**src/rtl/bgd_pkg.sv**
```systemverilog
// Shared widths, bus payload types and saturating arithmetic helpers for the BGD
// dot-product accumulator.
package bgd_pkg;

  localparam int unsigned MUL_LAT = 3;
  localparam int unsigned PROD_W  = 14;
  localparam int unsigned ACC_W   = 20;
  localparam int unsigned OUT_W   = 14;

  // {valid,last} pair carried alongside the multiplier pipeline
  typedef struct packed {
    logic valid;
    logic last;
  } vl_t;

  localparam int unsigned VL_W = $bits(vl_t);

  typedef struct packed {
    logic                    sat;
    logic signed [ACC_W-1:0] val;
  } acc_res_t;

  typedef struct packed {
    logic             sat;
    logic [OUT_W-1:0] val;
  } out_res_t;

  // Signed add at ACC_W+1 bits, clamped back into the ACC_W range.
  function automatic acc_res_t sat_add(input logic signed [ACC_W-1:0] a,
                                       input logic signed [ACC_W-1:0] b);
    logic signed [ACC_W:0] s;
    acc_res_t              r;
    s     = {a[ACC_W-1], a} + {b[ACC_W-1], b};
    r.sat = s[ACC_W] ^ s[ACC_W-1];
    if (!r.sat) begin
      r.val = s[ACC_W-1:0];
    end else if (s[ACC_W]) begin
      r.val = {1'b1, {(ACC_W-1){1'b0}}};
    end else begin
      r.val = {1'b0, {(ACC_W-1){1'b1}}};
    end
    return r;
  endfunction

  // ReLU followed by clamp to the largest positive OUT_W-bit signed value.
  function automatic out_res_t relu_clamp(input logic signed [ACC_W-1:0] a);
    out_res_t r;
    r.sat = 1'b0;
    r.val = '0;
    if (!a[ACC_W-1]) begin
      if (|a[ACC_W-2:OUT_W-1]) begin
        r.sat = 1'b1;
        r.val = {1'b0, {(OUT_W-1){1'b1}}};
      end else begin
        r.val = a[OUT_W-1:0];
      end
    end
    return r;
  endfunction

endpackage

```
**src/rtl/bgd_valid_delay.sv**
```systemverilog
// Enabled shift register that tracks operand qualifiers through the multiplier latency.
module bgd_valid_delay #(
  parameter int unsigned DEPTH = 3,
  parameter int unsigned WIDTH = 2
) (
  input  logic             clk,
  input  logic             reset,
  input  logic             en_i,
  input  logic [WIDTH-1:0] d_i,
  output logic [WIDTH-1:0] q_o
);

  logic [WIDTH-1:0] sr_q [DEPTH];

  always_ff @(posedge clk) begin
    if (reset) begin
      for (int i = 0; i < int'(DEPTH); i++) begin
        sr_q[i] <= '0;
      end
    end else if (en_i) begin
      sr_q[0] <= d_i;
      for (int i = 1; i < int'(DEPTH); i++) begin
        sr_q[i] <= sr_q[i-1];
      end
    end
  end

  assign q_o = sr_q[DEPTH-1];

endmodule

```
**src/rtl/bgd_dot_accum_relu.sv**
```systemverilog
// Accumulates signed multiplier products per vector, applies ReLU and saturation, and
// presents each result through a one-entry valid/ready buffer that stalls the multiplier.
module bgd_dot_accum_relu
  import bgd_pkg::*;
(
  input  logic              clk,
  input  logic              reset,
  input  logic              in_valid,
  input  logic              in_last,
  output logic              in_ready,
  output logic              mul_ce,
  input  logic [PROD_W-1:0] mul_p,
  output logic [OUT_W-1:0]  out_data,
  output logic              out_valid,
  input  logic              out_ready,
  output logic              out_sat
);

  logic                    stall_c;
  logic                    ce_c;
  vl_t                     dl_in_c;
  vl_t                     tap_c;
  logic signed [ACC_W-1:0] prod_ext_c;
  logic signed [ACC_W-1:0] base_c;
  acc_res_t                sum_c;
  out_res_t                res_c;

  logic signed [ACC_W-1:0] acc_q, acc_d;
  logic                    first_q, first_d;
  logic                    sticky_q, sticky_d;
  logic                    out_valid_q, out_valid_d;
  logic [OUT_W-1:0]        out_data_q, out_data_d;
  logic                    out_sat_q, out_sat_d;

  // A held result freezes the multiplier and the qualifier pipeline together
  assign stall_c  = out_valid_q & ~out_ready;
  assign ce_c     = ~stall_c;
  assign mul_ce   = ce_c;
  assign in_ready = ce_c;

  assign dl_in_c.valid = in_valid;
  assign dl_in_c.last  = in_valid & in_last;

  bgd_valid_delay #(
    .DEPTH (MUL_LAT),
    .WIDTH (VL_W)
  ) u_valid_delay (
    .clk   (clk),
    .reset (reset),
    .en_i  (ce_c),
    .d_i   (dl_in_c),
    .q_o   (tap_c)
  );

  assign prod_ext_c = ACC_W'(signed'(mul_p));

  // Accumulate, finalize on last term, and manage the output buffer
  always_comb begin
    acc_d       = acc_q;
    first_d     = first_q;
    sticky_d    = sticky_q;
    out_valid_d = out_valid_q;
    out_data_d  = out_data_q;
    out_sat_d   = out_sat_q;

    base_c = first_q ? '0 : acc_q;
    sum_c  = sat_add(base_c, prod_ext_c);
    res_c  = relu_clamp(sum_c.val);

    if (out_valid_q && out_ready) begin
      out_valid_d = 1'b0;
    end

    if (ce_c && tap_c.valid) begin
      if (tap_c.last) begin
        out_valid_d = 1'b1;
        out_data_d  = res_c.val;
        out_sat_d   = sticky_q | sum_c.sat | res_c.sat;
        acc_d       = '0;
        sticky_d    = 1'b0;
        first_d     = 1'b1;
      end else begin
        acc_d    = sum_c.val;
        sticky_d = sticky_q | sum_c.sat;
        first_d  = 1'b0;
      end
    end
  end

  always_ff @(posedge clk) begin
    if (reset) begin
      acc_q       <= '0;
      first_q     <= 1'b1;
      sticky_q    <= 1'b0;
      out_valid_q <= 1'b0;
      out_data_q  <= '0;
      out_sat_q   <= 1'b0;
    end else begin
      acc_q       <= acc_d;
      first_q     <= first_d;
      sticky_q    <= sticky_d;
      out_valid_q <= out_valid_d;
      out_data_q  <= out_data_d;
      out_sat_q   <= out_sat_d;
    end
  end

  assign out_valid = out_valid_q;
  assign out_data  = out_data_q;
  assign out_sat   = out_sat_q;

endmodule

```
**config.mk**
```make
export PLATFORM = sky130hd
export DESIGN_NAME = bgd_dot_accum_relu
export DESIGN_NICKNAME = d
export VERILOG_FILES = /design/src/rtl/bgd_pkg.sv /design/src/rtl/bgd_valid_delay.sv /design/src/rtl/bgd_dot_accum_relu.sv
export SDC_FILE = /design/constraint.sdc
export NUM_CORES = 1
export LEC_CHECK = 0
export CAP_MARGIN = 10
export CORE_AREA = 5 5 132 102
export CTS_BUF_LIST = sky130_fd_sc_hd__clkbuf_16
export DETAILED_ROUTE_END_ITERATION = 8
export DIE_AREA = 0 0 137 107
export GPL_ROUTABILITY_DRIVEN = 0
export PLACE_DENSITY_LB_ADDON = 0.15
export SLEW_MARGIN = 25
export SYNTH_ARGS = -nofsm -noshare
export SYNTH_HDL_FRONTEND = slang
export SYNTH_HIERARCHICAL = 1
export SYNTH_SLANG_ARGS = --single-unit
```
**constraint.sdc**
```tcl
create_clock -name clk -period 7.3 [get_ports clk]
set_input_delay 1.46 -clock clk [delete_from_list [all_inputs] [get_ports clk]]
set_output_delay 1.46 -clock clk [all_outputs]
set_load 0.03 [all_outputs]
```
==> summary.md <==
| Metric | Value |
|---|---|
| Total grt overflow | `0` |
| Post-Syn Instances | `343` |
| Fin crit period | `4.705 ns` |
| Sequential share of the synthesized area | `0.3208` |
| Crit-path slowest cell | `clkdlybuf4s50_1` |
| Highest routed layer | `met4` |
| H-tree depth | `2` |
| CTS tree | `yes` |
| Setup violators final | `0` |
| Average size of a mapped cell | `8.550 um2` |
| Share of cells above drive strength 1 | `0.05108` |
| Most common cell after layout, fill and taps aside | `a21oi_1` |
| Vias/cell | `4.957` |
| Final worst-path cycle share | `0.6446` |
| Starting DRT DRC Count | `147` |
| Synthesized-area fraction occupied by adder cells | `0.1263` |
| Hold Path Class | `reg2reg` |
| CP cell instances | `clkdlybuf4s50_1 > ha_1 > a21oi_1 > o21ai_1 > or2_1 > or3_1 > o311a_1 > and2_1 > nor4_4 > a21boi_4 > a221o_1` |
| First-pass GRT wire length | `13.44 mm` |
| Drt pass-1 iters | `4` |
| Synth Register Bits | `44` |
| Synth Flop Type | `dfxtp_1` |
| Vias after detailed routing | `2667` |
| Ys Warns | `6` |
| Final Hold Fails | `0` |
| Worst setup SP type | `input port` |
| Met2 routed WL | `3.658 mm` |
| M1 WL | `4.193 mm` |
| TNS Setup | `0 ns` |
| Total wire length | `8.289 mm` |
| Area grow syn2layout | `22.70%` |
| Hold path cells | `1` |
| Post-CTS sizing | `0` |
| Die height | `107 um` |
| Power Density | `159.7 nW/um2` |
| Post-layout util | `0.2988` |
| Clock Latency Late Sink | `0.29 ns` |
| Simple-gate area share of the yosys netlist | `0.1958` |
| Peak supply drop | `0.07502 mV` |
| Mapped Area | `2933 um2` |
| Post-DP HPWL | `6.310 mm` |
| Initial antenna violation count | `0` |
| CTS Buf Count | `5` |
| WL met3 | `373 um` |
| Crit end category | `register` |
| Post-synth EDFFs | `6` |
| Synth unique cells | `51` |
| IO Pins | `37` |
| Final ANT Viol Nets | `0` |
| Post-synthesis mux area share | `0` |
| Mapped Nets | `383` |
| Actual slew at the worst max-slew pin | `0.8720 ns` |
| CP Data Arrival Time | `4.88 ns` |
| Root Driver | `clkbuf_16` |
| Slew HR | `0.4181` |
| Die Area | `14660 um2` |
| Fmax | `212.5 MHz` |
| Final Skew | `0.005317 ns` |
| Core area | `12040 um2` |
| Reg clk slew, reported paths | `0.06 ns` |
| Critical path class | `in2reg` |
| CTS max path bufs | `2` |
| Status | `finished, final reports clean` |
| Initial Util | `0.2435` |
| Count of pins over their slew limit | `0` |
| Overall Global Routing Usage | `0.1153` |
| Main combinational cell family by area after synthesis | `compound AO/OA/AOI/OAI gates` |
| XOR/XNOR Fraction of Synth Area | `0.05077` |
| Antenna cells | `0` |
| Clock Sinks | `44` |
| Critical path fanouts, max | `18` |
| Req. time, crit path | `7.48 ns` |
| Post-route DRC | `0` |
| Compound-Gate Fraction of Synth Area | `0.2713` |
| Maxcap violations | `0` |
| Setup bufs post-CTS | `0` |
| Wire per inst | `15.41 um` |
| IO Port Bufs | `36` |
| R2R cell count | `11` |
| FFs w/ async S/R, synth | `0` |
| Largest net degree at the start of global routing | `25` |
| Layout net count | `411` |
| CTS Hold Bufs | `0` |
| P_leak | `1.393 nW` |
| Most frequent cells in the layout | `a21oi_1, dfxtp_1, clkdlybuf4s50_1` |
| Row count | `35` |
| Vias in the first global route | `2587` |
| Worst stage delay on the critical path | `0.55 ns` |
| RSZ-0062 raised after global routing | `no` |
| Die width | `137 um` |
## kinds of logic after synthesis
logic type               after synthesis
AO/OA/AOI/OAI                        127
adder cells (fa/ha/maj)               31
flip-flops                            44
buffers and inverters                 21
AND/OR/NAND/NOR                      103
XOR/XNOR                              17
## registers in the layout, indices dropped and copies added (netlist names)
name,count
acc_q,20
first_q,1
out_data,14
out_sat,1
out_valid,1
sticky_q,1
u_valid_delay/sr_q,6
## metal layers
metal,GRT usage,up-vias
li1,-,1325
met1,0.1681,1275
met2,0.1725,59
met3,0.02627,8
met4,0.02422,0
met5,0,-
## cell usage after synthesis (6+ instances only)
cell / count / share of area
nor2_1: 14 / 0.018
a21oi_1: 52 / 0.089
nor2b_1: 22 / 0.047
o21ai_0: 33 / 0.056
dfxtp_1: 38 / 0.26
xnor2_1: 12 / 0.036
clkbuf_1: 10 / 0.013
nand3_1: 6 / 0.010
nand2_1: 25 / 0.032
edfxtp_1: 6 / 0.061
a21o_1: 6 / 0.015
a22o_1: 7 / 0.021
maj3_1: 10 / 0.034
and3b_1: 6 / 0.018
nor3_1: 9 / 0.015
ha_1: 20 / 0.085
## critical path: cells and delay by family
family          cells  cell delay, ns
simple gates        4            1.46
fa+ha+maj           1            0.43
buf+inv             1            0.55
compound gates      5            0.97
## stage by stage
stage	power, mW	std cells	hold slack [ns]	worst slack (ns)	instance area, um2
after global placement	0.3284	530	0.4494	2.329	3435
after CTS	0.5841	538	0.4736	2.587	3598
after floorplan	0.3034	343	0.4412	3.365	2933
after global routing	0.6020	538	0.4995	2.349	3598
final	0.5747	538	0.4653	2.595	3598
after detailed placement	0.3283	530	0.4562	2.298	3435
## final cells by class
class,instances,area [um2]
fill,1288,8444
multi-input combinational,278,1892
sequential,44,940.9
timing repair buffer,39,382.9
tap,166,207.7
clock buffer,5,125.1
clock inverter,3,38.79
inverter,3,11.26
## where the power goes
part | internal, mW | switching, mW
combinational | 0.0297 | 0.0401
clock | 0.160 | 0.0922
sequential | 0.250 | 0.00318
total | 0.439 | 0.136
## worst paths after layout
path | start | slack (ns) | to
hold reg to reg | out_data[13] | 0.47 | out_data[13]
hold / removal | out_data[13] | 0.47 | out_data[13]
setup / recovery | mul_p[13] | 2.59 | out_data[11]
setup reg to reg | first_q | 3.26 | out_data[8]
Note: power is estimated with default switching activity, not from simulation.
